[src/rtl/counter_pkg.sv]
// Shared definitions for the modulo counter family: direction encoding and
// the modulo step function used by every counter variant.
package counter_pkg;

    localparam logic DIR_UP   = 1'b1;
    localparam logic DIR_DOWN = 1'b0;

    // One modulo step in the requested direction; wraps at both ends.
    function automatic int unsigned mod_next(input int unsigned count,
                                             input logic        up,
                                             input int unsigned modulus);
        if (up == DIR_UP)
            return (count == modulus - 1) ? 0 : count + 1;
        else
            return (count == 0) ? modulus - 1 : count - 1;
    endfunction

endpackage

[src/rtl/tff_cell.sv]
// Single T flip-flop with asynchronous active-high reset.
module tff_cell (
    input  logic clk,
    input  logic rst,
    input  logic t,
    output logic q
);

    always_ff @(posedge clk or posedge rst) begin
        if (rst)
            q <= 1'b0;
        else if (t)
            q <= ~q;
    end

endmodule

[src/rtl/tff_mod_counter.sv]
// Modulo-N up/down counter whose state lives in a bank of T flip-flops;
// every update (step, load, clear) is expressed as a toggle vector.
module tff_mod_counter
    import counter_pkg::*;
#(
    parameter int WIDTH   = 4,
    parameter int MODULUS = 10
) (
    input  logic             clk,
    input  logic             rst,
    input  logic             en,
    input  logic             up,
    input  logic             clr,
    input  logic             load,
    input  logic [WIDTH-1:0] load_val,
    output logic [WIDTH-1:0] count,
    output logic             tc,
    output logic             wrap,
    output logic             err
);

    localparam logic [WIDTH:0]   MOD_W   = (WIDTH+1)'(MODULUS);
    localparam logic [WIDTH-1:0] MAX_VAL = WIDTH'(MODULUS - 1);

    logic [WIDTH-1:0] count_next;
    logic [WIDTH-1:0] t_vec;
    logic             wrap_next;
    logic             err_next;

    assign tc = en & (((up == DIR_UP) & (count == MAX_VAL)) |
                      ((up == DIR_DOWN) & (count == '0)));

    // Priority: clr > load > en > hold.
    always_comb begin
        count_next = count;
        wrap_next  = 1'b0;
        err_next   = err;
        if (clr) begin
            count_next = '0;
            err_next   = 1'b0;
        end else if (load) begin
            if ({1'b0, load_val} < MOD_W) begin
                count_next = load_val;
            end else begin
                count_next = '0;
                err_next   = 1'b1;
            end
        end else if (en) begin
            count_next = WIDTH'(mod_next(32'(count), up, 32'(MODULUS)));
            wrap_next  = tc;
        end
    end

    assign t_vec = count ^ count_next;

    for (genvar i = 0; i < WIDTH; i++) begin : g_bit
        tff_cell u_cell (
            .clk (clk),
            .rst (rst),
            .t   (t_vec[i]),
            .q   (count[i])
        );
    end

    always_ff @(posedge clk or posedge rst) begin
        if (rst) begin
            wrap <= 1'b0;
            err  <= 1'b0;
        end else begin
            wrap <= wrap_next;
            err  <= err_next;
        end
    end

    a_count_range: assert property (@(posedge clk) disable iff (rst)
                                     {1'b0, count} < MOD_W);

endmodule

[config.mk]
export PLATFORM = sky130hd
export DESIGN_NAME = tff_mod_counter
export DESIGN_NICKNAME = d
export VERILOG_FILES = /design/src/rtl/counter_pkg.sv /design/src/rtl/tff_cell.sv /design/src/rtl/tff_mod_counter.sv
export SDC_FILE = /design/constraint.sdc
export NUM_CORES = 1
export LEC_CHECK = 0
export ABC_AREA = 1
export BUFFER_PORTS_ARGS = -buffer_cell sky130_fd_sc_hd__buf_4
export CAP_MARGIN = 20
export CELL_PAD_IN_SITES_DETAIL_PLACEMENT = 1
export CELL_PAD_IN_SITES_GLOBAL_PLACEMENT = 1
export CORE_MARGIN = 10
export CORE_UTILIZATION = 34
export DETAILED_ROUTE_END_ITERATION = 7
export PLACE_DENSITY = 0.86
export SYNTH_ARGS = -nofsm -noshare
export SYNTH_HDL_FRONTEND = slang
export SYNTH_HIERARCHICAL = 1
export SYNTH_SLANG_ARGS = --single-unit
[constraint.sdc]
create_clock -name clk -period 2.2 [get_ports clk]
set_input_delay 0.22 -clock clk [delete_from_list [all_inputs] [get_ports clk]]
set_output_delay 0.22 -clock clk [all_outputs]
set_load 0.02 [all_outputs]
# Word level (Yosys, flattened, before mapping)
# Index checks and enable logic that the tools add are counted.
dict set report word_totals {
  regBits 6
  inputBits 10
  output_inout_bits 7
  word_cells 37
}
dict set report op_classes {
  addsub 2
  order_cmp 1
  eq_ne 2
  muxes 13
  bitwise_logic 10
  reduce_logical 3
}
# cell n
set op_table {}
lappend op_table {{two-way mux 4 bit} 7}
lappend op_table {{two-way mux 1 bit} 6}
lappend op_table {{inverter 1 bit} 5}
lappend op_table {{adder 4 x 1 -> 4 bit (second input constant)} 1}
lappend op_table {{== test 4 bit (second input constant)} 1}
lappend op_table {{logical NOT 4 bit} 1}
lappend op_table {{less-than comparator 4 bit (second input constant)} 1}
lappend op_table {{subtractor 4 x 1 -> 4 bit (second input constant)} 1}
lappend op_table {{XOR 4 bit} 1}
lappend op_table {{AND 1 bit} 3}
lappend op_table {{inequality test 2 bit (second input constant)} 1}
lappend op_table {{AND reduction 2 bit} 1}
lappend op_table {{nonzero test 2 bit} 1}
lappend op_table {{OR 1 bit} 1}

# Depth between registers and ports, before layout
dict set report logic_depth {
  depth_word 7
  mapped_depth 14
  depth_no_buf 14
}

# By module
# The synthesis kept the hierarchy.
# module n_inst cells_each area_each_um2 seq_area_each_um2
set by_module_without_submodules {}
lappend by_module_without_submodules {tff_mod_counter 1 91 494.2 50.0}
lappend by_module_without_submodules {tff_cell 4 7 47.5 25.0}

# Worst setup path after synthesis
# Ideal clock, no wire load.
dict set report synth_path {
  kind {flip-flop to flip-flop}
  startpoint {register g_bit[0].u_cell.q}
  endpoint {register g_bit[1].u_cell.q}
  setup_ns 0.118
  t_arrival_ns 1.729
  t_required_ns 2.082
  setup_slack_ns 0.352
  path_stages_with_launch 14
  n_path_buf 0
  period_less_slack_ns 1.848
  path_cell_list {dfrtp_1 -> inv_1 -> ha_1 -> or2_1 -> nand3_1 -> nand3_1 -> nand2_1 -> nand2_1 -> nand2_1 -> nand2_1 -> nand2_1 -> inv_1 -> nand2_1 -> nand2_1}
}
dict set report synth_via {
  elab_chain_cells 7
  word_cells_on_any_way 11
  classes_between {add/sub (2); eq/ne (1); mux (6); bitwise (1); reduce/logical (1)}
}
# element line
set synth_rtl {}
lappend synth_rtl {{from (decl)} tff_cell.sv:6} ;# output logic q
lappend synth_rtl {{from (signal assigned)} tff_cell.sv:13} ;# q <= ~q;
lappend synth_rtl {{subtractor 4 x 1 -> 4 bit, or another cell as far along} counter_pkg.sv:15} ;# return (count == 0) ? modulus - 1 : count - 1;
lappend synth_rtl {{two-way mux 4 bit, on equally long branches} {counter_pkg.sv:15, counter_pkg.sv:13}}
lappend synth_rtl {{two-way mux 4 bit *} counter_pkg.sv:12} ;# if (up == DIR_UP)
lappend synth_rtl {{two-way mux 4 bit *} tff_mod_counter.sv:48} ;# end else if (en) begin
lappend synth_rtl {{two-way mux 4 bit *} tff_mod_counter.sv:41} ;# end else if (load) begin
lappend synth_rtl {{two-way mux 4 bit *} tff_mod_counter.sv:38} ;# if (clr) begin
lappend synth_rtl {{XOR 4 bit *} tff_mod_counter.sv:54} ;# assign t_vec = count ^ count_next;
lappend synth_rtl {{net t_vec[1]} tff_mod_counter.sv:26} ;# logic [WIDTH-1:0] t_vec;
lappend synth_rtl {{to (signal assigned)} tff_cell.sv:13}
lappend synth_rtl {{to (decl)} tff_cell.sv:6}
# The timed path passes the listed nets; every way through them passes the cells marked *.
# A chain may end at the register's enable or synchronous reset.

# Final worst setup path
dict set report layout_path {
  startpoint {register g_bit[0].u_cell.q}
  endpoint {output port tc}
}
dict set report layout_via {
  elab_chain_cells 4
  word_cells_on_any_way 6
  classes_between {eq/ne (1); bitwise (4); reduce/logical (1)}
}
# element line
set layout_rtl {}
lappend layout_rtl {{== test 4 bit / logical NOT 4 bit (equally long branches)} {tff_mod_counter.sv:30, tff_mod_counter.sv:31}}
lappend layout_rtl {{AND 1 bit, on equally long branches} {tff_mod_counter.sv:30, tff_mod_counter.sv:31}}
lappend layout_rtl {{OR 1 bit *} tff_mod_counter.sv:30} ;# assign tc = en & (((up == DIR_UP) & (count == MAX_VAL)) |
lappend layout_rtl {{AND 1 bit *} tff_mod_counter.sv:30}
lappend layout_rtl {{to (decl)} tff_mod_counter.sv:17} ;# output logic tc,
# Every way passes the cells marked *; elsewhere a longest branch is shown, timed or not.

==> flow_summary.yaml <==
status:
  run_status: "finished clean"
final_layout:
  ff_latch_area_sq_um: 150
  multi_input_area_sq_um: 434
  antenna_cells: 0
  nets: 153
  drive_gt1_share_pct: 23.2
  area_delta_synth_final_pct: 25.6
  fillers: 278
sta:
  finalSetupViolCount: 0
  final.period_utilization_pct: 92.1
  fin_setup_tns_ns: 0
  drv_slew: 0
  hold_ws_ns: 0.205
  setup_ws_ns: 0.173
  timing.fmax_ghz: 0.493
  skew_ns: 0.00657
  period_minus_slack_ns: 2.03
  slew_headroom_pct: 72.2
  hold_violations: 0
  tightest_slew_ns: 0.418
  rsz0062_at_grt: "false"
routing:
  drt_wl_total_microns: 2220
  drt_iter0_markers: 18
  first_pass_iters: 4
  routed-via-count: 817
  drtAntennaViolNets: 0
  vias_per_cell: 4.95
  drc_errors: 0
  routedWlPerCell_microns: 13.4
cts:
  cts_root_buffer: "clkbuf_4"
  clkSlewWorstSetupHoldPaths_ns: 0.05
  clock_latency_ns: 0.24
  tritoncts: "yes"
  clk_path_buf_depth: 2
  htreeDepth: 1
  cts.sinks: 6
  cts_resized: 0
  cts_made_buffers: 3
yosys:
  synth_nets: 132
  ys_async_sr_fraction_pct: 100
  synth-main-ff-cell: "dfrtp_1"
  yosys-top-cells-count: "nand2_1, inv_1, nand3_1, nor2_1, dfrtp_1"
  synthTopCellsByArea: "nand2_1, dfrtp_1, inv_1"
  syn_avg_cell_area_sq_um: 5.75
  ys_warn_count: 6
  ys_seq_area_share_pct: 21.9
  synth_most_common_cell: "nand2_1"
  syn_area_sq_um: 684
  ys_seq_elements: 6
  synth_edf_count: 0
  syn_inst: 119
  synth_top_area_cell: "nand2_1"
  yosys.cell_types.count: 19
  synth_top_area_share_pct: 25.2
setup_path:
  end_kind: "output pin"
  critPathArrivalTime_ns: 1.81
  startpoint_type: "flip-flop"
  critPathRequiredTime_ns: 1.98
  crit_fanout: 11
  crit_type: "reg2out"
global_routing:
  antenna_found_initial: 0
  grt_pass1_vias: 847
  track_usage_pct: 11.2
  grt_pass1_wl_microns: 3830
  grt-ovfl-total: 0
  grt_max_degree: 12
power:
  max-vdd-ir-drop_mv: 0.542
  p_leak_nw: 0.510
  power_density_nw_per_um2: 1150
die:
  ioPinCount: 17
  die_y_microns: 64.9
  die_w_microns: 64.9
  design.core.area_sq_um: 1940
  dieArea_sq_um: 4210
  start_util_pct: 35.2
  num_rows: 16
place:
  pre_cts_slack_ns: 0.290
  gp_congestion: 0.879
  port_buffers: 16
  dpl.hpwl_microns: 1740
min_path:
  min_path_type: "in2reg"
run:
  maxCapViolCount: 0
placed cells by master, fill, tap and decap left out, types with 3 or more instances in the layout:
| cell | netlist | final |
|---|---|---|
| or2_2 | 3 | 3 |
| a21oi_1 | 4 | 4 |
| buf_4 | 0 | 16 |
| dfrtp_1 | 6 | 6 |
| ha_1 | 3 | 3 |
| clkbuf_4 | 0 | 3 |
| nand2_1 | 46 | 46 |
| inv_1 | 20 | 20 |
| nand3_1 | 15 | 15 |
| nor2_1 | 7 | 7 |
registers in the layout, indices dropped and copies added, names as in the netlist:
name,flops
err,1
g_bit.u_cell/q,4
wrap,1
area by class of cell:
type | instances | area share, %
sequential | 6 | 17.5
inverter | 23 | 10.3
clock buffer | 3 | 2.62
multi-input combinational | 89 | 50.5
timing repair buffer | 17 | 15.1
tap | 27 | 3.93
critical path, cell delays in order, from the launching register on:
cell and delay, ns:
dfrtp_1 0.49, inv_1 0.20, ha_1 0.25, nand3_2 0.13
nand2_2 0.08, nand2_2 0.06, a21oi_2 0.17, buf_4 0.18
per-stage QoR:
| step | area [sq um] | std cells | util [%] | power, mW |
|---|---|---|---|---|
| after floorplan | 684 | 119 | - | 0.699 |
| after global placement | 827 | 161 | 42.6 | 0.851 |
| after detailed placement | 827 | 161 | 42.6 | 0.878 |
| after CTS | 860 | 165 | 44.3 | 0.992 |
| after global routing | 860 | 165 | 44.3 | 1.11 |
| final | 860 | 165 | 44.3 | 0.989 |
logic make-up (layout without fill, tap and decap cells):
logic type / after synthesis / in the layout / synth area share, %
flops: 6 / 6 / 21.9
compound gates: 7 / 7 / 6.76
fa+ha+maj: 3 / 3 / 5.49
simple gates: 79 / 79 / 51.2
buf+inv: 24 / 43 / 14.6
metal layers:
metal / global-route usage [%] / up-vias / routed length (microns) / part of all wire (%)
met4: 4.81 / 0 / 37 / 1.7
met2: 20.4 / 22 / 1140 / 51
met1: 11.7 / 382 / 933 / 42
li1: - / 406 / - / -
met5: 0 / - / 0 / 0
met3: 3.09 / 7 / 105 / 4.7
repair_timing:
item	4_1_cts	5_1_grt
hold endpoints to repair	6	0
buffers inserted	0	0
hold buffers	1	0
worst paths after layout:
check,from,end,slack (ns),depth (start not counted)
worst min-delay path,clr,err,0.21,2
min in group asynchronous,rst,g_bit[0].u_cell/q,0.41,3
max in group asynchronous,rst,err,1.66,3
worst max-delay path,g_bit[0].u_cell/q,tc,0.17,7
worst max register to register,g_bit[0].u_cell/q,g_bit[1].u_cell/q,0.20,13
worst min register to register,err,err,0.56,2
power by group:
part,switching (mW),internal (mW)
combinational,0.382,0.240
sequential,0.114,0.151
clock,0.0410,0.0618
total,0.537,0.453
Power figures use the tool's default switching activity.
